===== src/rtl/mem_uart_tx.sv =====
// Memory-mapped 8N1 UART transmitter on the picorv32 native bus, fed by a TX FIFO.
// Optional runtime divisor register: define UART_TX_DIV_REG_EN.
module mem_uart_tx #(
    parameter logic [31:0] BASE_ADDR  = 32'h0200_0000,
    parameter int unsigned CLK_DIV    = 417,
    parameter int unsigned FIFO_DEPTH = 16
) (
    input  logic        clk,
    input  logic        rst,
    input  logic        mem_valid,
    input  logic [31:0] mem_addr,
    input  logic [31:0] mem_wdata,
    input  logic [3:0]  mem_wstrb,
    output logic        mem_ready,
    output logic [31:0] mem_rdata,
    output logic        tx
);

    localparam int unsigned AW = (FIFO_DEPTH > 1) ? $clog2(FIFO_DEPTH) : 1;
    localparam int unsigned CW = AW + 1;
    localparam int unsigned DW = 16;
    localparam logic [DW-1:0] DIV_RESET = DW'(CLK_DIV);
    localparam logic [CW-1:0] DEPTH_C   = CW'(FIFO_DEPTH);

    typedef enum logic [1:0] {
        S_IDLE  = 2'd0,
        S_START = 2'd1,
        S_DATA  = 2'd2,
        S_STOP  = 2'd3
    } state_t;

    state_t          r_state;
    state_t          w_state_next;

    logic            r_ready;
    logic [31:0]     r_rdata;
    logic            r_tx;

    logic [7:0]      r_mem [FIFO_DEPTH];
    logic [AW-1:0]   r_wptr;
    logic [AW-1:0]   r_rptr;
    logic [CW-1:0]   r_count;

    logic [7:0]      r_shift;
    logic [2:0]      r_bit_idx;
    logic [DW-1:0]   r_cnt;
    logic [DW-1:0]   r_bit_div;
    logic [DW-1:0]   w_div_cfg;

    logic            w_sel;
    logic [1:0]      w_reg;
    logic            w_is_wr;
    logic            w_push_req;
    logic            w_can_push;
    logic            w_push;
    logic            w_pop;
    logic            w_ack;
    logic            w_full;
    logic            w_empty;
    logic            w_busy;
    logic            w_bit_end;
    logic            w_tx_next;
    logic [31:0]     w_rdata;
    logic            w_unused_bits;

    assign mem_ready = r_ready;
    assign mem_rdata = r_rdata;
    assign tx        = r_tx;

    assign w_unused_bits = &{1'b0, mem_addr[1:0], mem_wdata[31:8]};

    // Bus decode; a DATA write that cannot push stalls until a slot frees.
    assign w_sel      = mem_valid & (mem_addr[31:4] == BASE_ADDR[31:4]) & ~r_ready;
    assign w_reg      = mem_addr[3:2];
    assign w_is_wr    = |mem_wstrb;
    assign w_full     = (r_count == DEPTH_C);
    assign w_empty    = (r_count == CW'(0));
    assign w_busy     = (r_state != S_IDLE);
    assign w_push_req = w_sel & w_is_wr & (w_reg == 2'd0) & mem_wstrb[0];
    assign w_can_push = ~w_full | w_pop;
    assign w_push     = w_push_req & w_can_push;
    assign w_ack      = w_sel & ~(w_push_req & ~w_can_push);

`ifdef UART_TX_DIV_REG_EN
    logic [DW-1:0] r_div_cfg;

    always_ff @(posedge clk) begin
        if (rst) begin
            r_div_cfg <= DIV_RESET;
        end else if (w_sel && w_is_wr && (w_reg == 2'd2)) begin
            r_div_cfg <= (mem_wdata[15:0] < 16'd2) ? 16'd2 : mem_wdata[15:0];
        end
    end

    assign w_div_cfg = r_div_cfg;
`else
    assign w_div_cfg = DIV_RESET;
`endif

    always_comb begin
        w_rdata = '0;
        if (!w_is_wr) begin
            case (w_reg)
                2'd1: w_rdata = {16'h0000, 8'(r_count), 5'b00000, w_empty, w_full, w_busy};
`ifdef UART_TX_DIV_REG_EN
                2'd2: w_rdata = {16'h0000, w_div_cfg};
`endif
                default: w_rdata = '0;
            endcase
        end
    end

    // Registered one-cycle acknowledge; rdata is zero whenever not acking.
    always_ff @(posedge clk) begin
        if (rst) begin
            r_ready <= 1'b0;
            r_rdata <= '0;
        end else begin
            r_ready <= w_ack;
            r_rdata <= w_ack ? w_rdata : 32'h0;
        end
    end

    always_ff @(posedge clk) begin
        if (w_push) begin
            r_mem[r_wptr] <= mem_wdata[7:0];
        end
    end

    always_ff @(posedge clk) begin
        if (rst) begin
            r_wptr  <= '0;
            r_rptr  <= '0;
            r_count <= '0;
        end else begin
            if (w_push) r_wptr <= AW'(r_wptr + 1'b1);
            if (w_pop)  r_rptr <= AW'(r_rptr + 1'b1);
            case ({w_push, w_pop})
                2'b10:   r_count <= CW'(r_count + 1'b1);
                2'b01:   r_count <= CW'(r_count - 1'b1);
                default: r_count <= r_count;
            endcase
        end
    end

    // Bit timer; the divisor is relatched at every bit boundary.
    assign w_bit_end = (r_state != S_IDLE) && (r_cnt == DW'(r_bit_div - 16'd1));

    always_ff @(posedge clk) begin
        if (rst) begin
            r_cnt     <= '0;
            r_bit_div <= DIV_RESET;
        end else if ((r_state == S_IDLE) || w_bit_end) begin
            r_cnt     <= '0;
            r_bit_div <= w_div_cfg;
        end else begin
            r_cnt     <= DW'(r_cnt + 1'b1);
        end
    end

    always_ff @(posedge clk) begin
        if (rst) begin
            r_shift   <= '0;
            r_bit_idx <= '0;
        end else if (w_pop) begin
            r_shift   <= r_mem[r_rptr];
            r_bit_idx <= '0;
        end else if ((r_state == S_DATA) && w_bit_end) begin
            r_shift   <= {1'b0, r_shift[7:1]};
            r_bit_idx <= 3'(r_bit_idx + 1'b1);
        end
    end

    always_ff @(posedge clk) begin
        if (rst) begin
            r_state <= S_IDLE;
        end else begin
            r_state <= w_state_next;
        end
    end

    always_comb begin
        w_state_next = r_state;
        case (r_state)
            S_IDLE:  if (!w_empty) w_state_next = S_START;
            S_START: if (w_bit_end) w_state_next = S_DATA;
            S_DATA:  if (w_bit_end && (r_bit_idx == 3'd7)) w_state_next = S_STOP;
            S_STOP:  if (w_bit_end) w_state_next = S_IDLE;
            default: w_state_next = S_IDLE;
        endcase
    end

    always_comb begin
        w_pop     = 1'b0;
        w_tx_next = 1'b1;
        case (r_state)
            S_IDLE:  w_pop     = ~w_empty;
            S_START: w_tx_next = 1'b0;
            S_DATA:  w_tx_next = r_shift[0];
            default: w_tx_next = 1'b1;
        endcase
    end

    always_ff @(posedge clk) begin
        if (rst) begin
            r_tx <= 1'b1;
        end else begin
            r_tx <= w_tx_next;
        end
    end

endmodule

===== config.mk =====
export PLATFORM = sky130hd
export DESIGN_NAME = mem_uart_tx
export DESIGN_NICKNAME = d
export VERILOG_FILES = /design/src/rtl/mem_uart_tx.sv
export SDC_FILE = /design/constraint.sdc
export NUM_CORES = 1
export LEC_CHECK = 0
export ABC_AREA = 1
export CORE_UTILIZATION = 37
export DETAILED_ROUTE_END_ITERATION = 8
export PLACE_DENSITY = 0.71
export SLEW_MARGIN = 30
export SYNTH_ARGS = -nofsm -noshare
export SYNTH_HDL_FRONTEND = slang
export SYNTH_SLANG_ARGS = --single-unit

===== constraint.sdc =====
create_clock -name clk -period 2.1 [get_ports clk]
set_input_delay 0.315 -clock clk [delete_from_list [all_inputs] [get_ports clk]]
set_output_delay 0.315 -clock clk [all_outputs]
set_load 0.01 [all_outputs]

==> insert_results.sql, run 1 <==
INSERT INTO impl_metrics (metric_group, metric, value, unit) VALUES
('critical_path', 'crit_type', 'reg -> reg', ''),
('clock_network', 'cts-root-to-sink-buffers', '2', ''),
('synth', 'synth_sequential_area_ratio', '0.613', ''),
('route', 'wl', '17200', 'um'),
('worst_hold_path', 'hp-start', 'r_cnt[15]', ''),
('route', 'dr.pass1.iters', '5', ''),
('die', 'initial_core_util', '0.382', ''),
('synth', 'synth_enable_flop_cells', '128', ''),
('global_routing', 'grt_overflow', '0', ''),
('sta', 'max_freq', '502', 'MHz'),
('placement', 'numPortBuffers', '54', ''),
('sta', 'post-route-min-period', '1.99', 'ns'),
('die', 'num_ports', '105', ''),
('synth', 'synth.ff_latch_count', '184', ''),
('global_routing', 'antenna_violations_before_repair', '0', ''),
('die', 'die_area', '22500', 'um2'),
('sta', 'slew_headroom', '0.529', ''),
('synth', 'ys.warnings.count', '0', ''),
('finish', 'num_antenna_cells', '0', ''),
('clock_network', 'cts-buffers-inserted', '17', ''),
('sta', 'pin_slew_with_the_least_headroom_to_its_limit', '0.705', 'ns'),
('route', 'drc_errors', '0', ''),
('finish', 'layout.area.seq', '4970', 'um2'),
('finish', 'final_net_count', '959', ''),
('global_routing', 'vias_in_the_first_global_route', '5555', ''),
('route', 'wl_per_cell', '14.8', 'um'),
('finish', 'layout-drive-gt1-share', '0.152', ''),
('pwr', 'leakage', '3.53', 'nW'),
('global_routing', 'maximum_number_of_pins_on_one_net_before_global_route_repair', '41', ''),
('global_routing', 'grt_first_pass_wirelength', '27700', 'um'),
('die', 'floorplan.rows', '53', ''),
('synth', 'synth_top_cells_by_area', 'sky130_fd_sc_hd__edfxtp_1 (47%), sky130_fd_sc_hd__dfxtp_1 (14%), sky130_fd_sc_hd__nor2_1 (7.4%)', ''),
('route', 'num_vias', '5695', ''),
('clock_network', 'tritoncts', 'built', ''),
('clock_network', 'cts.htree.levels', '4', ''),
('clock_network', 'clock_latency', '0.43', 'ns'),
('synth', 'synth_largest_area_cell', 'sky130_fd_sc_hd__edfxtp_1', ''),
('sta', 'fin_hold_ws', '0.463', 'ns'),
('placement', 'routabilityCongestion', '0.811', ''),
('outcome', 'run_status', 'finished, final reports clean', ''),
('pwr', 'power.density', '1060', 'nW/um2'),
('route', 'drt-initial-drc-count', '402', ''),
('synth', 'synth_top_cell_area_share', '0.474', ''),
('synth', 'synth-compound-area-share', '0.106', ''),
('clock_network', 'cts_root_buf', 'sky130_fd_sc_hd__clkbuf_16', ''),
('finish', 'multi_input_area', '2730', 'um2'),
('synth', 'synth_top_family_by_area', 'simple AND/OR/NAND/NOR gates', ''),
('critical_path', 'cp_max_fo', '8', ''),
('sta', 'timing_max_transition_violations_final', '0', ''),
('flow_run', 'maxCapViolations', '0', ''),
('route', 'drt.antenna.violating_nets', '0', ''),
('synth', 'async_flop_share', '0', ''),
('synth', 'yosys-mux-area-fraction', '0', ''),
('synth', 'yosys.cell_types.count', '48', ''),
('synth', 'synth_most_common_cell', 'sky130_fd_sc_hd__nor2_1', ''),
('synth', 'synth_cells', '781', ''),
('finish', 'fillers', '1941', ''),
('critical_path', 'regToRegStartpoint', 'r_state[1]', ''),
('finish', 'syn_to_final_growth', '20.5', '%'),
('route', 'vias_per_cell', '4.91', ''),
('critical_path', 'required', '2.23', 'ns'),
('synth', 'post_synth_fa_ha_maj_area_fraction', '0.0272', ''),
('critical_path', 'crit_path_end_kind', 'register', ''),
('critical_path', 'worstSetupStartpoint', 'r_state[1]', ''),
('clock_network', 'clk_pin_slew_worst_paths', '0.07', 'ns'),
('synth', 'post_synth_most_frequent_cells', 'sky130_fd_sc_hd__nor2_1 (160), sky130_fd_sc_hd__edfxtp_1 (128), sky130_fd_sc_hd__o21ai_0 (89)', ''),
('sta', 'final_hold_viol_count', '0', ''),
('critical_path', 'timing.critical_path.arrival', '2.12', 'ns'),
('critical_path', 'start_kind', 'register', ''),
('synth', 'synthFlopType', 'sky130_fd_sc_hd__edfxtp_1', ''),
('finish', 'utilization', '0.460', '');
==> worst max-delay path, cell delays in order, from the launching register on <==
cell,delay [ns]
sky130_fd_sc_hd__dfxtp_1,0.35
sky130_fd_sc_hd__inv_1,0.11
sky130_fd_sc_hd__ha_2,0.23
sky130_fd_sc_hd__buf_4,0.14
sky130_fd_sc_hd__inv_1,0.06
sky130_fd_sc_hd__nand4_2,0.16
sky130_fd_sc_hd__nand3_4,0.12
sky130_fd_sc_hd__inv_4,0.11
sky130_fd_sc_hd__nand2_2,0.09
sky130_fd_sc_hd__nor2_1,0.13
sky130_fd_sc_hd__buf_4,0.21
==> sequential cells by signal (all words and copies together) (netlist names), 2 cells and up, named ones only <==
name,count
mem_rdata,8
r_bit_idx,3
r_cnt,16
r_count,5
r_mem,128
r_rptr,4
r_shift,8
r_state,2
r_wptr,4
==> area by class of cell <==
type,count,share of cell area
Multi-Input combinational cell,512,0.280
Inverter,55,0.0219
Clock buffer,18,0.0440
Timing Repair Buffer,101,0.0933
Tap cell,275,0.0352
Sequential cell,184,0.509
Clock inverter,14,0.0170
==> repair_timing <==
action	CTS	global route
setup buffers	0	1
gates resized for setup	1	17
setup endpoints to repair	1	131
hold buffers	0	0
pin swaps	0	12
==> power by group <==
part / total, mW / internal [mW] / switching (mW)
registers: 4.17 / 4.05 / 0.114
logic: 3.03 / 1.15 / 1.88
clock network: 3.19 / 1.79 / 1.41
total: 10.4 / 6.99 / 3.40
==> cell usage in the layout, fill, tap and decap left out, types with 6 or more instances in the layout <==
cell type	Yosys	final
sky130_fd_sc_hd__nand2_1	72	70
sky130_fd_sc_hd__dfxtp_1	56	55
sky130_fd_sc_hd__nand2_2	8	9
sky130_fd_sc_hd__nand3_1	34	34
sky130_fd_sc_hd__clkbuf_16	0	17
sky130_fd_sc_hd__o21ai_0	89	89
sky130_fd_sc_hd__o211ai_1	14	14
sky130_fd_sc_hd__inv_6	0	6
sky130_fd_sc_hd__conb_1	1	24
sky130_fd_sc_hd__buf_4	28	43
sky130_fd_sc_hd__nor2_1	160	155
sky130_fd_sc_hd__nor2_2	4	9
sky130_fd_sc_hd__clkdlybuf4s50_1	0	53
sky130_fd_sc_hd__edfxtp_1	128	128
sky130_fd_sc_hd__ha_1	16	13
sky130_fd_sc_hd__inv_1	48	46
sky130_fd_sc_hd__a21oi_1	34	34
==> cell families (layout without fill, tap and decap cells) <==
group / count (synthesis) / count (layout)
DFF: 184 / 184
buffers and inverters: 108 / 188
and+or+nand+nor: 312 / 312
xor gates and xnor gates: 3 / 3
AOI/OAI and AO/OA: 156 / 156
other: 1 / 24
adders and majority gates: 17 / 17
==> per-stage QoR <==
| stage | area [um2] | total power [mW] | worst slack (ns) | TNS (ns) | std cells |
|---|---|---|---|---|---|
| final | 9760 | 10.4 | 0.106 | 0 | 1159 |
| after global routing | 9760 | 11.0 | -0.0518 | -0.0518 | 1159 |
| after CTS | 9710 | 10.4 | 0.0113 | 0 | 1158 |
| after detailed placement | 9110 | 7.19 | -0.478 | -41.94 | 1126 |
| after global placement | 9110 | 7.10 | -0.435 | -37.98 | 1126 |
| after floorplan | 8220 | 6.25 | 0.0195 | 0 | 804 |
==> path summary, 6_finish.rpt <==
path              depth (start not counted)  slack (ns)     endpoint
setup / recovery                         10        0.11  r_mem[9][4]
hold / removal                            2        0.46    r_cnt[15]
setup reg to reg                         10        0.11  r_mem[9][4]
hold reg to reg                           2        0.46    r_cnt[15]
==> layer usage <==
layer,track usage,up-vias,share of wire
li1,-,2817,-
met1,0.209,2667,0.44
met2,0.265,193,0.48
met3,0.0412,18,0.067
met4,0.0485,0,0.014
met5,0,-,0
Power figures use the tool's default switching activity.
==> run 2: changes to the inputs <==
- CTS_CLUSTER_DIAMETER: default -> 100
- SETUP_SLACK_MARGIN: default -> 0.1
==> run 2 against run 1 <==
Hold slack barely moved. Sequential power hardly changed. Non-clock buffer count grew 2. Count of clock-buffer cells in the layout rose by 4. Critical path type unchanged.
==> insert_results.sql, run 2 (synthesis results as in run 1) <==
INSERT INTO impl_metrics (metric_group, metric, value, unit) VALUES
('pwr', 'power.density', '1030', 'nW/um2'),
('die', 'num_ports', '105', ''),
('global_routing', 'use_met3', '0.0265', ''),
('global_routing', 'global_route_track_usage_on_met2', '0.273', ''),
('sta', 'slew_headroom', '0.593', ''),
('die', 'floorplan.rows', '53', ''),
('global_routing', 'antenna_violations_before_repair', '0', ''),
('route', 'wl', '16900', 'um'),
('placement', 'dp_slack', '-0.373', 'ns'),
('sta', 'setup_repair_after_global_routing_missed_its_margin', 'yes', ''),
('global_routing', 'maximum_number_of_pins_on_one_net_before_global_route_repair', '26', ''),
('global_routing', 'grt_util_all_layers', '0.156', ''),
('finish', 'layout_commonest_cell', 'sky130_fd_sc_hd__nor2_1', ''),
('pwr', 'maximum_ir_drop_on_the_vdd_rail', '0.000622', 'V'),
('global_routing', 'grt_overflow', '0', ''),
('clock_network', 'cts.htree.levels', '4', ''),
('die', 'die_area', '22500', 'um2'),
('sta', 'pin_slew_with_the_least_headroom_to_its_limit', '0.609', 'ns'),
('route', 'wl_per_cell', '14.6', 'um'),
('finish', 'registers_with_the_most_flip_flops', 'r_mem (128), r_cnt (16)', ''),
('die', 'fp.dieW', '150', 'um'),
('die', 'placeableCoreArea', '21200', 'um2'),
('critical_path', 'crit_type', 'reg -> reg', ''),
('route', 'num_vias', '5699', ''),
('route', 'drc_errors', '0', ''),
('finish', 'regMostFlops', 'r_mem', ''),
('sta', 'setup_slack', '0.120', 'ns'),
('sta', 'final_hold_viol_count', '0', ''),
('placement', 'dp_cells', '1126', ''),
('clock_network', 'cts_root_buf', 'sky130_fd_sc_hd__clkbuf_16', ''),
('route', 'dr.pass1.iters', '4', ''),
('finish', 'final_net_count', '961', ''),
('finish', 'finish.cell_count_without_fillers', '1161', ''),
('clock_network', 'clkSinkCount', '184', ''),
('critical_path', 'cp_max_fo', '8', ''),
('outcome', 'run_status', 'finished, final reports clean', ''),
('pwr', 'leakage', '3.68', 'nW'),
('global_routing', 'vias_in_the_first_global_route', '5393', ''),
('clock_network', 'cts-buffers-inserted', '17', ''),
('critical_path', 'timing.critical_path.arrival', '2.12', 'ns'),
('placement', 'routabilityCongestion', '0.758', ''),
('die', 'initial_core_util', '0.382', ''),
('critical_path', 'cp_common_cell', 'sky130_fd_sc_hd__inv_1', ''),
('placement', 'numPortBuffers', '54', ''),
('route', 'drt.antenna.violating_nets', '0', ''),
('finish', 'layout.cells.most_common_list', 'sky130_fd_sc_hd__nor2_1 (142), sky130_fd_sc_hd__edfxtp_1 (128), sky130_fd_sc_hd__o21ai_0 (89)', ''),
('critical_path', 'crit_path_end_kind', 'register', ''),
('sta', 'max_freq', '505', 'MHz'),
('placement', 'dp_hpwl', '11500', 'um'),
('global_routing', 'grt_first_pass_wirelength', '26600', 'um'),
('worst_hold_path', 'hp-start', 'r_cnt[15]', ''),
('critical_path', 'regToRegStartpoint', 'r_state[0]', ''),
('sta', 'part_of_the_cycle_the_worst_path_needs', '0.943', ''),
('critical_path', 'worstSetupStartpoint', 'r_state[0]', ''),
('sta', 'post-route-min-period', '1.98', 'ns'),
('finish', 'layout-drive-gt1-share', '0.163', ''),
('finish', 'syn_to_final_growth', '24.1', '%'),
('worst_hold_path', 'hold_class', 'reg -> reg', ''),
('global_routing', 'grt_busiest_layer', 'met2', ''),
('global_routing', 'groute.layer.met1.usage', '0.184', ''),
('finish', 'fillers', '1880', ''),
('sta', 'fin_skew', '0.0105', 'ns'),
('critical_path', 'standard_cell_with_the_maximum_stage_delay_on_the_critical_path', 'sky130_fd_sc_hd__dfxtp_1', ''),
('clock_network', 'clock_latency', '0.43', 'ns'),
('sta', 'finalSetupViolCount', '0', ''),
('critical_path', 'critical_path.max_stage_delay', '0.33', 'ns'),
('route', 'drt-initial-drc-count', '417', ''),
('pwr', 'totalPowerFinal', '10.3', 'mW'),
('route', 'vias_per_cell', '4.91', ''),
('critical_path', 'start_kind', 'register', ''),
('sta', 'fin_hold_ws', '0.463', 'ns'),
('flow_run', 'maxCapViolations', '0', ''),
('finish', 'number_of_flip_flops_in_the_largest_register', '128', ''),
('clock_network', 'postCtsHoldBufs', '0', ''),
('clock_network', 'clk_pin_slew_worst_paths', '0.07', 'ns'),
('critical_path', 'critical_path.cell_chain', 'inv_1 > ha_2 > buf_4 > inv_1 > nand4_2 > nand3_4 > inv_4 > nand2_2 > nor2_2 > buf_12', ''),
('clock_network', 'cts-root-to-sink-buffers', '2', ''),
('finish', 'num_antenna_cells', '0', ''),
('sta', 'timing_max_transition_violations_final', '0', ''),
('critical_path', 'required', '2.24', 'ns'),
('die', 'chipHeight', '150', 'um'),
('clock_network', 'tritoncts', 'built', '');
[run 2: changes by cell type in the layout (fill, tap and decap cells not counted), moves of 2 or more]
cell / before / now
sky130_fd_sc_hd__buf_12: 0 / 16
sky130_fd_sc_hd__buf_4: 43 / 33
sky130_fd_sc_hd__buf_6: 4 / 0
sky130_fd_sc_hd__clkbuf_1: 1 / 5
sky130_fd_sc_hd__clkdlybuf4s50_1: 53 / 40
sky130_fd_sc_hd__clkinv_4: 3 / 1
sky130_fd_sc_hd__dlymetal6s2s_1: 1 / 14
sky130_fd_sc_hd__inv_2: 5 / 2
sky130_fd_sc_hd__inv_6: 6 / 4
sky130_fd_sc_hd__nor2_1: 155 / 142
sky130_fd_sc_hd__nor2_2: 9 / 16
sky130_fd_sc_hd__nor2_4: 2 / 8
[run 2: path summary, 6_finish.rpt]
path | endpoint | slack [ns] | depth (start not counted)
hold reg to reg | r_cnt[15] | 0.46 | 2
setup / recovery | r_mem[13][0] | 0.12 | 10
hold / removal | r_cnt[15] | 0.46 | 2
setup reg to reg | r_mem[13][0] | 0.12 | 10
[run 2: final cells by class]
class | instances | area, um2 | share of cell area
flip-flops and latches | 184 | 4970 | 0.494
multi-input cells | 512 | 2790 | 0.278
repair buffers | 103 | 1140 | 0.114
clock buffers | 22 | 444 | 0.0442
well taps | 275 | 344 | 0.0342
inverters | 55 | 221 | 0.0220
clock inverters | 10 | 143 | 0.0142
[run 2: worst max-delay path, delay by kind of cell, from the launching register on]
kind,cells,cell delay (ns)
AND/OR/NAND/NOR,4,0.58
flip-flops,1,0.33
adder cells (fa/ha/maj),1,0.22
buffers and inverters,5,0.55
[run 2: where the power goes]
part / internal [mW] / switching [mW]
clock: 1.88 / 1.31
sequential: 4.05 / 0.133
combinational: 1.16 / 1.77
[run 2: repair_timing]
item	in CTS	in global routing
hold endpoints to repair	0	0
resized for setup	4	27
pin swaps	0	24
endpoints found under the setup margin	6	128
buffers inserted	0	3
[run 2: through the flow]
step            util  cell area (um2)  setup TNS, ns
6_report       0.474            10100              0
5_1_grt        0.474            10100              0
4_1_cts        0.469             9950              0
3_5_place_dp   0.441             9350         -34.05
3_3_place_gp   0.441             9350         -36.96
2_1_floorplan      -             8260              0
[run 2: per-layer routing]
metal  part of all wire  up-vias  wire length (um)
met2               0.50      167              8480
met3              0.046       27               786
met1               0.43     2686              7220
met4              0.027        0               450
met5                  0        -                 0
li1                   -     2819                 -
==> run 3: changes to the inputs <==
- CAP_MARGIN: default -> 20
- CORE_MARGIN: default -> 10
==> run 3 against run 2 <==
Register-to-register slack hardly changed. Core utilization is 0.96 points lower. Routed wire length is 7.1% higher. Critical path type unchanged. Critical endpoint is now r_count[4]. First-iteration DRC count is 25% higher. Highest routed layer unchanged. Final area is 0.13% higher. Critical path depth is 2 higher. Count of clock-buffer cells in the layout is 2 lower. Non-clock buffer count is 4 higher. Hold slack better by 0.0033 ns. Sequential cell count stayed put. Global-route usage is 3.2 points lower. Power is 0.26% lower.
==> insert_results.sql, run 3 (synthesis results as in run 1) <==
INSERT INTO impl_metrics (metric_group, metric, value, unit) VALUES
('clock_network', 'clock_latency', '0.42', 'ns'),
('sta', 'part_of_the_cycle_the_worst_path_needs', '0.936', ''),
('critical_path', 'required', '2.41', 'ns'),
('sta', 'max_freq', '509', 'MHz'),
('clock_network', 'postCtsHoldBufs', '0', ''),
('pwr', 'power_switching', '3.36', 'mW'),
('die', 'floorplan.rows', '54', ''),
('sta', 'fin_skew', '0.0114', 'ns'),
('critical_path', 'crit_type', 'reg -> reg', ''),
('sta', 'setup_repair_after_global_routing_missed_its_margin', 'yes', ''),
('finish', 'num_antenna_cells', '0', ''),
('critical_path', 'cp_max_fo', '9', ''),
('clock_network', 'cts_root_buf', 'sky130_fd_sc_hd__clkbuf_16', ''),
('clock_network', 'clkSinkCount', '184', ''),
('clock_network', 'cts-root-to-sink-buffers', '2', ''),
('finish', 'syn_to_final_growth', '24.3', '%'),
('sta', 'finalSetupViolCount', '0', ''),
('flow_run', 'maxCapViolations', '0', ''),
('sta', 'final_hold_viol_count', '0', ''),
('route', 'wl', '18100', 'um'),
('route', 'num_vias', '5750', ''),
('clock_network', 'tritoncts', 'built', ''),
('pwr', 'leakage', '3.75', 'nW'),
('placement', 'routabilityCongestion', '0.812', ''),
('global_routing', 'grt_util_all_layers', '0.125', ''),
('global_routing', 'antenna_violations_before_repair', '0', ''),
('finish', 'regMostFlops', 'r_mem', ''),
('pwr', 'netSwitchingFraction', '0.327', ''),
('finish', 'layout_commonest_cell', 'sky130_fd_sc_hd__nor2_1', ''),
('finish', 'fillers', '1918', ''),
('sta', 'fin_setup_tns', '0', 'ns'),
('finish', 'final_net_count', '965', ''),
('critical_path', 'timing.critical_path.arrival', '2.28', 'ns'),
('die', 'chipHeight', '168', 'um'),
('route', 'drc_errors', '0', ''),
('sta', 'pin_slew_with_the_least_headroom_to_its_limit', '0.649', 'ns'),
('pwr', 'combinational_power_share', '0.302', ''),
('finish', 'number_of_flip_flops_in_the_largest_register', '128', ''),
('die', 'placeableCoreArea', '21700', 'um2'),
('placement', 'dp_hpwl', '12100', 'um'),
('finish', 'registers_with_the_most_flip_flops', 'r_mem (128), r_cnt (16)', ''),
('worst_hold_path', 'hold_class', 'reg -> reg', ''),
('pwr', 'maximum_ir_drop_on_the_vdd_rail', '0.000519', 'V'),
('global_routing', 'grt_first_pass_wirelength', '28800', 'um'),
('pwr', 'power.internal', '6.92', 'mW'),
('pwr', 'power.density', '1020', 'nW/um2'),
('die', 'die_area', '28200', 'um2'),
('outcome', 'run_status', 'finished, final reports clean', ''),
('route', 'drt-initial-drc-count', '522', ''),
('sta', 'slew_headroom', '0.566', ''),
('global_routing', 'vias_in_the_first_global_route', '5536', ''),
('die', 'num_ports', '105', ''),
('clock_network', 'cts-buffers-inserted', '17', ''),
('critical_path', 'start_kind', 'register', ''),
('die', 'initial_core_util', '0.374', ''),
('clock_network', 'cts.htree.levels', '4', ''),
('die', 'fp.dieW', '168', 'um'),
('placement', 'numPortBuffers', '54', ''),
('global_routing', 'maximum_number_of_pins_on_one_net_before_global_route_repair', '59', ''),
('route', 'wl_per_cell', '15.5', 'um'),
('route', 'drt.antenna.violating_nets', '0', ''),
('pwr', 'totalPowerFinal', '10.3', 'mW'),
('sta', 'timing_max_transition_violations_final', '0', ''),
('critical_path', 'crit_path_end_kind', 'register', ''),
('sta', 'fin_hold_ws', '0.466', 'ns'),
('pwr', 'p_seq_frac', '0.407', ''),
('pwr', 'clockPowerShare', '0.290', ''),
('finish', 'layout-drive-gt1-share', '0.180', ''),
('clock_network', 'clk_pin_slew_worst_paths', '0.06', 'ns'),
('route', 'dr.pass1.iters', '5', ''),
('global_routing', 'grt_overflow', '0', ''),
('finish', 'layout.cells.most_common_list', 'sky130_fd_sc_hd__nor2_1 (141), sky130_fd_sc_hd__edfxtp_1 (128), sky130_fd_sc_hd__o21ai_0 (89)', ''),
('route', 'vias_per_cell', '4.91', ''),
('sta', 'post-route-min-period', '1.97', 'ns');
-- run 3: cell types whose count changed in the layout (fill, tap and decap cells not counted), moves of 3 or more --
cell                              change
sky130_fd_sc_hd__buf_4                +9
sky130_fd_sc_hd__buf_12               -6
sky130_fd_sc_hd__clkdlybuf4s50_1      -6
sky130_fd_sc_hd__dlymetal6s2s_1       +6
sky130_fd_sc_hd__inv_2                +5
sky130_fd_sc_hd__inv_1                -4
sky130_fd_sc_hd__nand2_4              +3
-- run 3: area by class of cell --
| type | count | area [um2] | area share |
|---|---|---|---|
| flip-flops and latches | 184 | 4970 | 0.494 |
| inverters | 55 | 219 | 0.0217 |
| clock buffers | 20 | 437 | 0.0434 |
| multi-input cells | 512 | 2860 | 0.284 |
| clock inverters | 12 | 119 | 0.0118 |
| repair buffers | 107 | 1120 | 0.111 |
| well taps | 280 | 350 | 0.0348 |
-- run 3: critical path, cell delays in order, from the launching register on --
cell                      delay, ns
sky130_fd_sc_hd__dfxtp_1       0.35
sky130_fd_sc_hd__nor2_1        0.17
sky130_fd_sc_hd__nand3_2       0.14
sky130_fd_sc_hd__nand2_4       0.11
sky130_fd_sc_hd__inv_6         0.06
sky130_fd_sc_hd__nand2_4       0.09
sky130_fd_sc_hd__inv_6         0.05
sky130_fd_sc_hd__ha_4          0.23
sky130_fd_sc_hd__a21o_1        0.20
sky130_fd_sc_hd__a31oi_4       0.18
sky130_fd_sc_hd__nand2_2       0.10
sky130_fd_sc_hd__a21oi_2       0.14
sky130_fd_sc_hd__nor2_1        0.05
-- run 3: final timing paths --
kind | to | slack, ns | start | cells after the start
max | r_count[4] | 0.13 | r_count[2] | 12
min | r_cnt[15] | 0.47 | r_cnt[15] | 2
max reg2reg | r_count[4] | 0.13 | r_count[2] | 12
min reg2reg | r_cnt[15] | 0.47 | r_cnt[15] | 2
-- run 3: routing by layer --
metal | wire length [um] | global-route usage | share of wire
met3 | 1230 | 0.0359 | 0.068
met5 | 0 | 0 | 0
met2 | 8690 | 0.205 | 0.48
met1 | 8000 | 0.155 | 0.44
met4 | 219 | 0.0379 | 0.012
-- run 3: metrics by stage --
stage / instances / util / area [um2] / worst slack, ns
finish: 1170 / 0.464 / 10100 / 0.134
global route: 1170 / 0.464 / 10100 / 0.0411
CTS: 1168 / 0.456 / 9890 / 0.0956
detailed placement: 1136 / 0.430 / 9320 / -0.391
global placement: 1136 / 0.430 / 9320 / -0.388
floorplan: 804 / - / 8260 / 0.0595
-- run 3: power groups by stage --
stage | sequential [mW] | clock (mW) | combinational [mW]
after detailed placement | 4.26 | 0 | 2.88
after CTS | 4.18 | 3.05 | 2.96
after floorplan | 4.23 | 0 | 2.02
after global placement | 4.25 | 0 | 2.82
final | 4.19 | 2.99 | 3.11
after global routing | 4.21 | 3.19 | 3.46
-- run 3: what timing repair did --
item / CTS / global route
setup buffers: 0 / 2
pin swaps: 0 / 28
endpoints found under the setup margin: 16 / 125
hold endpoints to repair: 0 / 0
gates resized for setup: 4 / 50
